<file path="src/rtl/bus_fabric.sv">
// Single-master system-bus interconnect: decodes the slot-select address field, holds the
// request stable on the bus while the slave inserts wait states, and answers unmapped or stalled accesses with an error.
module bus_fabric #(
    parameter int N_SLAVES = 4,
    parameter int SEL_LSB  = 28,
    parameter int SEL_W    = 4,
    parameter int TIMEOUT  = 15
) (
    input  logic                     clk_i,
    input  logic                     rst_ni,
    input  logic                     req_i,
    input  logic                     we_i,
    input  logic [31:0]              addr_i,
    input  logic [31:0]              wdata_i,
    input  logic [1:0]               hb_i,
    output logic                     ready_o,
    output logic [31:0]              rdata_o,
    output logic                     err_o,
    output logic [7:0]               err_cnt_o,
    output logic [31:0]              bus_addr_o,
    output logic [31:0]              bus_wdata_o,
    output logic                     bus_we_o,
    output logic [1:0]               bus_hb_o,
    output logic [N_SLAVES-1:0]      cs_o,
    input  logic [32*N_SLAVES-1:0]   slv_rdata_i,
    input  logic [N_SLAVES-1:0]      slv_ready_i
);

    typedef enum logic [1:0] {IDLE, ACCESS, RESP} state_t;

    state_t              state;
    logic [7:0]          cnt;
    logic [SEL_W-1:0]    sel;
    logic [N_SLAVES-1:0] sel_onehot;
    logic                slot_ready;
    logic [31:0]         slot_rdata;

    function automatic logic [7:0] sat_inc(input logic [7:0] v);
        return (v == 8'hFF) ? v : v + 8'd1;
    endfunction

    assign sel = addr_i[SEL_LSB +: SEL_W];

    // A select value beyond the last slot yields an all-zero vector, which marks the access unmapped.
    always_comb begin
        sel_onehot = '0;
        for (int k = 0; k < N_SLAVES; k++)
            sel_onehot[k] = (sel == SEL_W'(k));
    end

    always_comb begin
        slot_rdata = '0;
        for (int k = 0; k < N_SLAVES; k++)
            if (cs_o[k])
                slot_rdata = slv_rdata_i[32*k +: 32];
    end

    assign slot_ready = |(slv_ready_i & cs_o);

    always_ff @(posedge clk_i or negedge rst_ni) begin
        if (!rst_ni) begin
            state       <= IDLE;
            cnt         <= '0;
            ready_o     <= 1'b0;
            err_o       <= 1'b0;
            rdata_o     <= '0;
            err_cnt_o   <= '0;
            cs_o        <= '0;
            bus_addr_o  <= '0;
            bus_wdata_o <= '0;
            bus_we_o    <= 1'b0;
            bus_hb_o    <= '0;
        end else begin
            case (state)
                IDLE: begin
                    if (req_i) begin
                        if (|sel_onehot) begin
                            bus_addr_o  <= addr_i;
                            bus_wdata_o <= wdata_i;
                            bus_we_o    <= we_i;
                            bus_hb_o    <= hb_i;
                            cs_o        <= sel_onehot;
                            cnt         <= '0;
                            state       <= ACCESS;
                        end else begin
                            ready_o   <= 1'b1;
                            err_o     <= 1'b1;
                            rdata_o   <= '0;
                            err_cnt_o <= sat_inc(err_cnt_o);
                            state     <= RESP;
                        end
                    end
                end
                ACCESS: begin
                    if (slot_ready) begin
                        ready_o <= 1'b1;
                        err_o   <= 1'b0;
                        rdata_o <= slot_rdata;
                        cs_o    <= '0;
                        state   <= RESP;
                    end else if (cnt + 8'd1 == 8'(TIMEOUT)) begin
                        ready_o   <= 1'b1;
                        err_o     <= 1'b1;
                        rdata_o   <= '0;
                        cs_o      <= '0;
                        cnt       <= cnt + 8'd1;
                        err_cnt_o <= sat_inc(err_cnt_o);
                        state     <= RESP;
                    end else begin
                        cnt <= cnt + 8'd1;
                    end
                end
                RESP: begin
                    ready_o <= 1'b0;
                    err_o   <= 1'b0;
                    rdata_o <= '0;
                    state   <= IDLE;
                end
                default: state <= IDLE;
            endcase
        end
    end

endmodule
</file>
<file path="config.mk">
export PLATFORM = sky130hd
export DESIGN_NAME = bus_fabric
export DESIGN_NICKNAME = d
export VERILOG_FILES = /design/src/rtl/bus_fabric.sv
export SDC_FILE = /design/constraint.sdc
export NUM_CORES = 1
export LEC_CHECK = 0
export ABC_AREA = 1
export ABC_CLOCK_PERIOD_IN_PS = 1800
export BUFFER_PORTS_ARGS = -buffer_cell sky130_fd_sc_hd__buf_2
export CORE_ASPECT_RATIO = 0.7
export CORE_MARGIN = 4
export CORE_UTILIZATION = 42
export DETAILED_ROUTE_END_ITERATION = 7
export GPL_ROUTABILITY_DRIVEN = 1
export PLACE_DENSITY_LB_ADDON = 0.3
export SYNTH_ARGS = -nofsm -noshare
export SYNTH_HDL_FRONTEND = slang
export SYNTH_SLANG_ARGS = --single-unit
</file>
<file path="constraint.sdc">
create_clock -name clk_i -period 1.8 [get_ports clk_i]
set_input_delay 0.54 -clock clk_i [delete_from_list [all_inputs] [get_ports clk_i]]
set_output_delay 0.54 -clock clk_i [all_outputs]
set_load 0.05 [all_outputs]
</file>
==> After elaboration in Yosys (flattened, before gate mapping) <==
Index checks and enable logic that the tools add are counted.
{ "word_totals": {"regBits": 123, "elab_cells": 75} }
{ "classes": {"n_bitwise": 1, "muxes": 36, "eq_ne": 13, "n_addsub": 2, "reduce_logical": 12} }
{ "ops": {"columns": ["cell", "n"], "rows": [
  ["32-bit 2-to-1 mux", 8],
  ["32-bit one-hot mux with 3 select lines", 1],
  ["8-bit 2-to-1 mux", 8],
  ["8-bit one-hot mux with 2 select lines", 2],
  ["8-bit by 1-bit adder with 8-bit output (second input constant)", 2],
  ["4-bit 2-to-1 mux", 4],
  ["4-bit AND reduction", 3],
  ["2-bit inequality test (second input constant)", 5],
  ["4-bit by 2-bit == test with 1-bit output (second input constant)", 2],
  ["8-bit by 4-bit == test with 1-bit output (second input constant)", 1],
  ["8-bit == test (second input constant)", 1],
  ["2-bit 2-to-1 mux", 4],
  ["4-bit one-hot mux with 2 select lines", 1],
  ["4-bit OR reduction", 2],
  ["1-bit one-hot mux with 3 select lines", 2],
  ["1-bit 2-to-1 mux", 5],
  ["5-bit AND reduction", 1],
  ["4-bit AND", 1],
  ["4-bit by 1-bit == test with 1-bit output (second input constant)", 1],
  ["4-bit logical NOT", 1],
  ["2-bit one-hot mux with 2 select lines", 1],
  ["3-bit inequality test (second input constant)", 1],
  ["3-bit AND reduction", 1],
  ["3-bit nonzero test", 1],
  ["5 further kinds", 5]
]} }

==> Depth between registers and ports, before layout <==
{ "depth": {"word_depth": 6, "depth_mapped": 12, "depth_no_buf": 11} }

==> Least setup slack after synthesis <==
No wires, ideal clock.
{ "synth_path": {"kind": "register -> register", "from": "reg err_cnt_o[0]", "to": "reg err_cnt_o[6]", "t_required_ns": 1.735, "t_arrival_ns": 1.872, "synth_period_minus_slack_ns": 1.937, "n_path_buf": 1, "setup_slack_ns": -0.137, "stages_incl_launch_ff": 12, "setup_ns": 0.065, "cell_sequence": "dfrtp_1 ha_1 nand2_1 inv_1 nand2_1 nor2_1 nand3_1 and3_1 buf_2 nand2_2 nand2_1 nand2_1"} }
{ "synth_via": {"elab_chain_len": 5} }
{ "synth_lines": {"columns": ["element", "line_no", "text"], "rows": [
  ["start, declared", "19", "output logic [7:0] err_cnt_o,"],
  ["start signal, assigned", "89", "err_cnt_o <= sat_inc(err_cnt_o);"],
  ["start signal, assigned", "107", "err_cnt_o <= sat_inc(err_cnt_o);"],
  ["8-bit by 1-bit adder with 8-bit output / 8-bit == test (equally long branches)", "39", "return (v == 8'hFF) ? v : v + 8'd1;"],
  ["8-bit 2-to-1 mux (*)", "39", null],
  ["8-bit 2-to-1 mux (on tied branches)", "101, 77", null],
  ["8-bit 2-to-1 mux (on tied branches)", "95, 76", null],
  ["8-bit one-hot mux with 2 select lines (*)", "74", "case (state)"]
]} }
Every way passes the cells marked *; elsewhere a longest branch is shown, timed or not. The select of a mux whose other input is x is not followed.
A chain may end at the register's enable or synchronous reset.

==> Final worst setup path <==
{ "layout_path": {"from": "reg cnt[0]", "to": "reg rdata_o[31]"} }
{ "layout_via": {"elab_chain_len": 4} }
{ "layout_lines": {"columns": ["element", "line_no", "text"], "rows": [
  ["start, declared", "32", "logic [7:0] cnt;"],
  ["start signal, assigned", "106", "cnt <= cnt + 8'd1;"],
  ["start signal, assigned", "110", "cnt <= cnt + 8'd1;"],
  ["8-bit by 1-bit adder with 8-bit output", "101", "end else if (cnt + 8'd1 == 8'(TIMEOUT)) begin"],
  ["8-bit by 4-bit == test with 1-bit output", "101", null],
  ["3-bit inequality test (no source line)", null, null],
  ["4-bit AND reduction (no source line)", null, null],
  ["end signal, assigned", "98", "rdata_o <= slot_rdata;"],
  ["end, declared", "17", "output logic [31:0] rdata_o,"]
]} }
No other way between the ends.

==> results.md <==
* Outcome: finished clean
* Period utilization at 99.5%
* Power share of the combinational group at 52.1%
* Seq/Total Area, Yosys at 48.8%
* Area Overhead vs Synth at 47.0%
* FF-to-FF End: rdata_o[31]$_DFFE_PN0P_
* RSZ-0062 raised after global routing: yes
* Per-cell routed wire length at 15.6 um
* Syn. warnings at 0
* Pin count of the biggest net entering global routing at 65
* Iteration-0 DRC Markers at 520
* Dpl hpwl at 14,500 um
* Post-synth cell types at 32
* Post-synth top area share at 48.8%
* Clock Sinks at 123
* I/O Pins at 315
* Die width at 154 um
* FF-to-FF path depth at 11
* Top_reg_cell synth: dfrtp_1
* First-pass GRT wire length at 31,100 um
* Tmin final at 1790 ps
* # diodes at 0
* Hold Path Class: in2reg
* Setup Skew at 11.2 ps
* Layout cells sized above 1 at 45.4%
* Synthesized area at 6310 um2
* Endpoints failing setup at 0
* WL final at 20,000 um
* CP Data Required Time at 2090 ps
* Net load switching power at 8.05 mW
* Worst IR drop on VDD at 1.18 mV
* Final Hold Fails at 0
* Pwr Density at 1800 nW/um2
* PortBufs at 314
* DP Worst Slack at -19.1 ps
* Max Root-Sink Buffers at 2
* Worst skew pair latency at 410 ps
* FP Rows at 37
* CP startpoint: cnt[0]$_DFFE_PN0P_
* Post-synth top cells: nand2_1 (265), dfrtp_1 (123), a21oi_1 (64)
* Internal power at 8.62 mW
* Filler instances at 1,280
* Max Slew Vio Count at 0
* Core ar. at 14,700 um2
* FF-to-FF Start: cnt[0]$_DFFE_PN0P_
* Crit path kind: reg2reg
* Most frequent cell after synthesis: nand2_1
* Flop-to-flop setup slack at 9 ps
* Register Area at 3090 um2
* CP startpoint kind: flop
* Die Span Y at 111 um
* H-tree depth at 4
* Power, Total at 16.7 mW
* P_leak at 5.22 nW
* DRT Pass-1 Iters at 5
* CTS buffer count at 17
* Initial antenna violation count at 0
* Max Clk Rate at 0.558 GHz
* CP arrival at 2080 ps
* Synth async-reset ratio at 100%
* Vias at 6,402
* Placed Area at 8340 um2
* Max-cap viol count at 0
* Clock group share of total power at 22.0%
* CP endpoint: rdata_o[31]$_DFFE_PN0P_
* Sequential fraction of design power at 26.0%
* Crit path max fanout at 12
* Worst-margin pin slew at 449 ps
* Clk slew on worst S/H paths at 60 ps
* Root Driver: clkbuf_16
* CTS tree: yes
* Synthesized instance count at 750
* Initial core utilization at 42.9%
* Vias/cell at 4.97
* #FFs+latches synth at 123
* Post-synth EDFFs at 0
* Top post-synthesis cells by area: dfrtp_1 (49%), nand2_1 (16%), nand2_4 (5.5%)
* Final worst setup slack at 8.67 ps
* Footprint of the multi-input gates at 3040 um2
* GRT overflow at 0
* Cell taking the most area after synthesis: dfrtp_1
* DRT antenna net count at 0
* Syn_nets at 955
* Vias in the first global route at 6,123
* Syn Area/Cell at 8.41 um2
* Total GRT Usage at 22.4%
* Die ar. at 17,100 um2
* Post-route cell area at 9270 um2
* Fin nets at 1,286
* Nature of the critical path endpoint: flop
* Max_slew headroom at 69.8%
* Switching share of power at 48.3%
* DRC Markers at 0
* GPL Wtd Cong at 0.860
-- routing by layer --
metal  vias up  wire length, um  track usage [%]
li1       3125                -                -
met1      2971             8320             29.0
met2       280             9790             37.0
met3        26             1680             6.78
met4         0              245             5.35
met5         -                0                0
-- worst max-delay path, stage by stage (launching register included) --
cell     delay [ps]
dfrtp_1         410
ha_4            180
nand3_4         100
o21ai_2         160
nand2_2          80
nor2_2          120
nand3_2         130
nand2_4         130
nand2_8          80
buf_12          180
nand2_1          60
nand2_1          40
-- cells in the final DEF, fill, tap and decap left out, types with 2 or more instances in the layout --
| cell | instances |
|---|---|
| nand2_2 | 43 |
| o211ai_1 | 31 |
| nor2_4 | 4 |
| nand2_1 | 252 |
| nand2_4 | 32 |
| nand2_8 | 3 |
| dfrtp_1 | 116 |
| nor2_1 | 40 |
| nor3_1 | 2 |
| inv_2 | 6 |
| bufinv_16 | 4 |
| nor4_1 | 2 |
| o21ai_0 | 8 |
| buf_2 | 309 |
| xor2_1 | 4 |
| buf_4 | 21 |
| inv_1 | 17 |
| buf_6 | 10 |
| nand3_1 | 22 |
| a21oi_1 | 64 |
| ha_1 | 2 |
| buf_12 | 13 |
| nor2_2 | 4 |
| clkinv_4 | 3 |
| nand3_2 | 3 |
| clkbuf_16 | 19 |
| o31ai_1 | 31 |
| dfrtp_2 | 7 |
| inv_6 | 5 |
-- sequential cells by signal (all words and copies together), names as in the netlist --
| name | count |
|---|---|
| bus_we_o | 1 |
| rdata_o | 32 |
| cnt | 8 |
| ready_o | 1 |
| state | 2 |
| bus_addr_o | 32 |
| cs_o | 4 |
| bus_hb_o | 2 |
| bus_wdata_o | 32 |
| err_cnt_o | 8 |
| err_o | 1 |
-- what timing repair did --
| item | 4_1_cts | 5_1_grt |
|---|---|---|
| hold buffers | 1 | 0 |
| hold endpoints to repair | 10 | 0 |
| pin swaps | 4 | 9 |
| cloned | 1 | 2 |
| endpoints found under the setup margin | 36 | 50 |
| buffers inserted | 0 | 4 |
| resized for setup | 12 | 37 |
-- cell families after synthesis --
group | count (synthesis) | synth area share (%)
buffers and inverters | 69 | 5.10
xor gates and xnor gates | 6 | 0.952
AOI/OAI and AO/OA | 139 | 13.6
adders and majority gates | 3 | 0.595
DFF | 123 | 48.8
and+or+nand+nor | 410 | 30.9
-- stage by stage --
stage | TNS, ps | std cells | hold WS (ps) | util [%]
floorplan | 0 | 750 | 244 | -
global placement | 0 | 1249 | 431 | 56.6
detailed placement | -42.6 | 1249 | 430 | 56.6
CTS | -3.24 | 1282 | 308 | 61.5
global route | -2420 | 1288 | 316 | 63.0
finish | 0 | 1288 | 327 | 63.0
-- area by class of cell --
class / instances / share of cell area, %
Clock inverter: 14 / 2.25
Timing Repair Buffer: 358 / 23.6
Sequential cell: 123 / 33.3
Multi-Input combinational cell: 558 / 32.7
Clock buffer: 17 / 4.59
Inverter: 23 / 0.931
Tap cell: 195 / 2.63
-- power groups by stage --
| stage | clock [mW] | combinational, mW | sequential, mW |
|---|---|---|---|
| finish | 3.66 | 8.68 | 4.33 |
| global route | 3.85 | 9.27 | 4.47 |
| CTS | 3.73 | 8.36 | 4.30 |
| detailed placement | 0 | 8.25 | 4.28 |
| global placement | 0 | 8.13 | 4.30 |
| floorplan | 0 | 3.08 | 7.12 |
-- how the worst min path moves through the flow --
stage / end / cells after the start / startpoint
floorplan: bus_addr_o[0]$_DFFE_PN0P_ / 0 / rst_ni
global placement: rdata_o[25]$_DFFE_PN0P_ / 1 / rst_ni
detailed placement: rdata_o[25]$_DFFE_PN0P_ / 1 / rst_ni
CTS: bus_wdata_o[8]$_DFFE_PN0P_ / 3 / wdata_i[8]
global route: bus_wdata_o[17]$_DFFE_PN0P_ / 3 / wdata_i[17]
finish: bus_wdata_o[8]$_DFFE_PN0P_ / 3 / wdata_i[8]
Note: power is estimated with default switching activity, not from simulation.
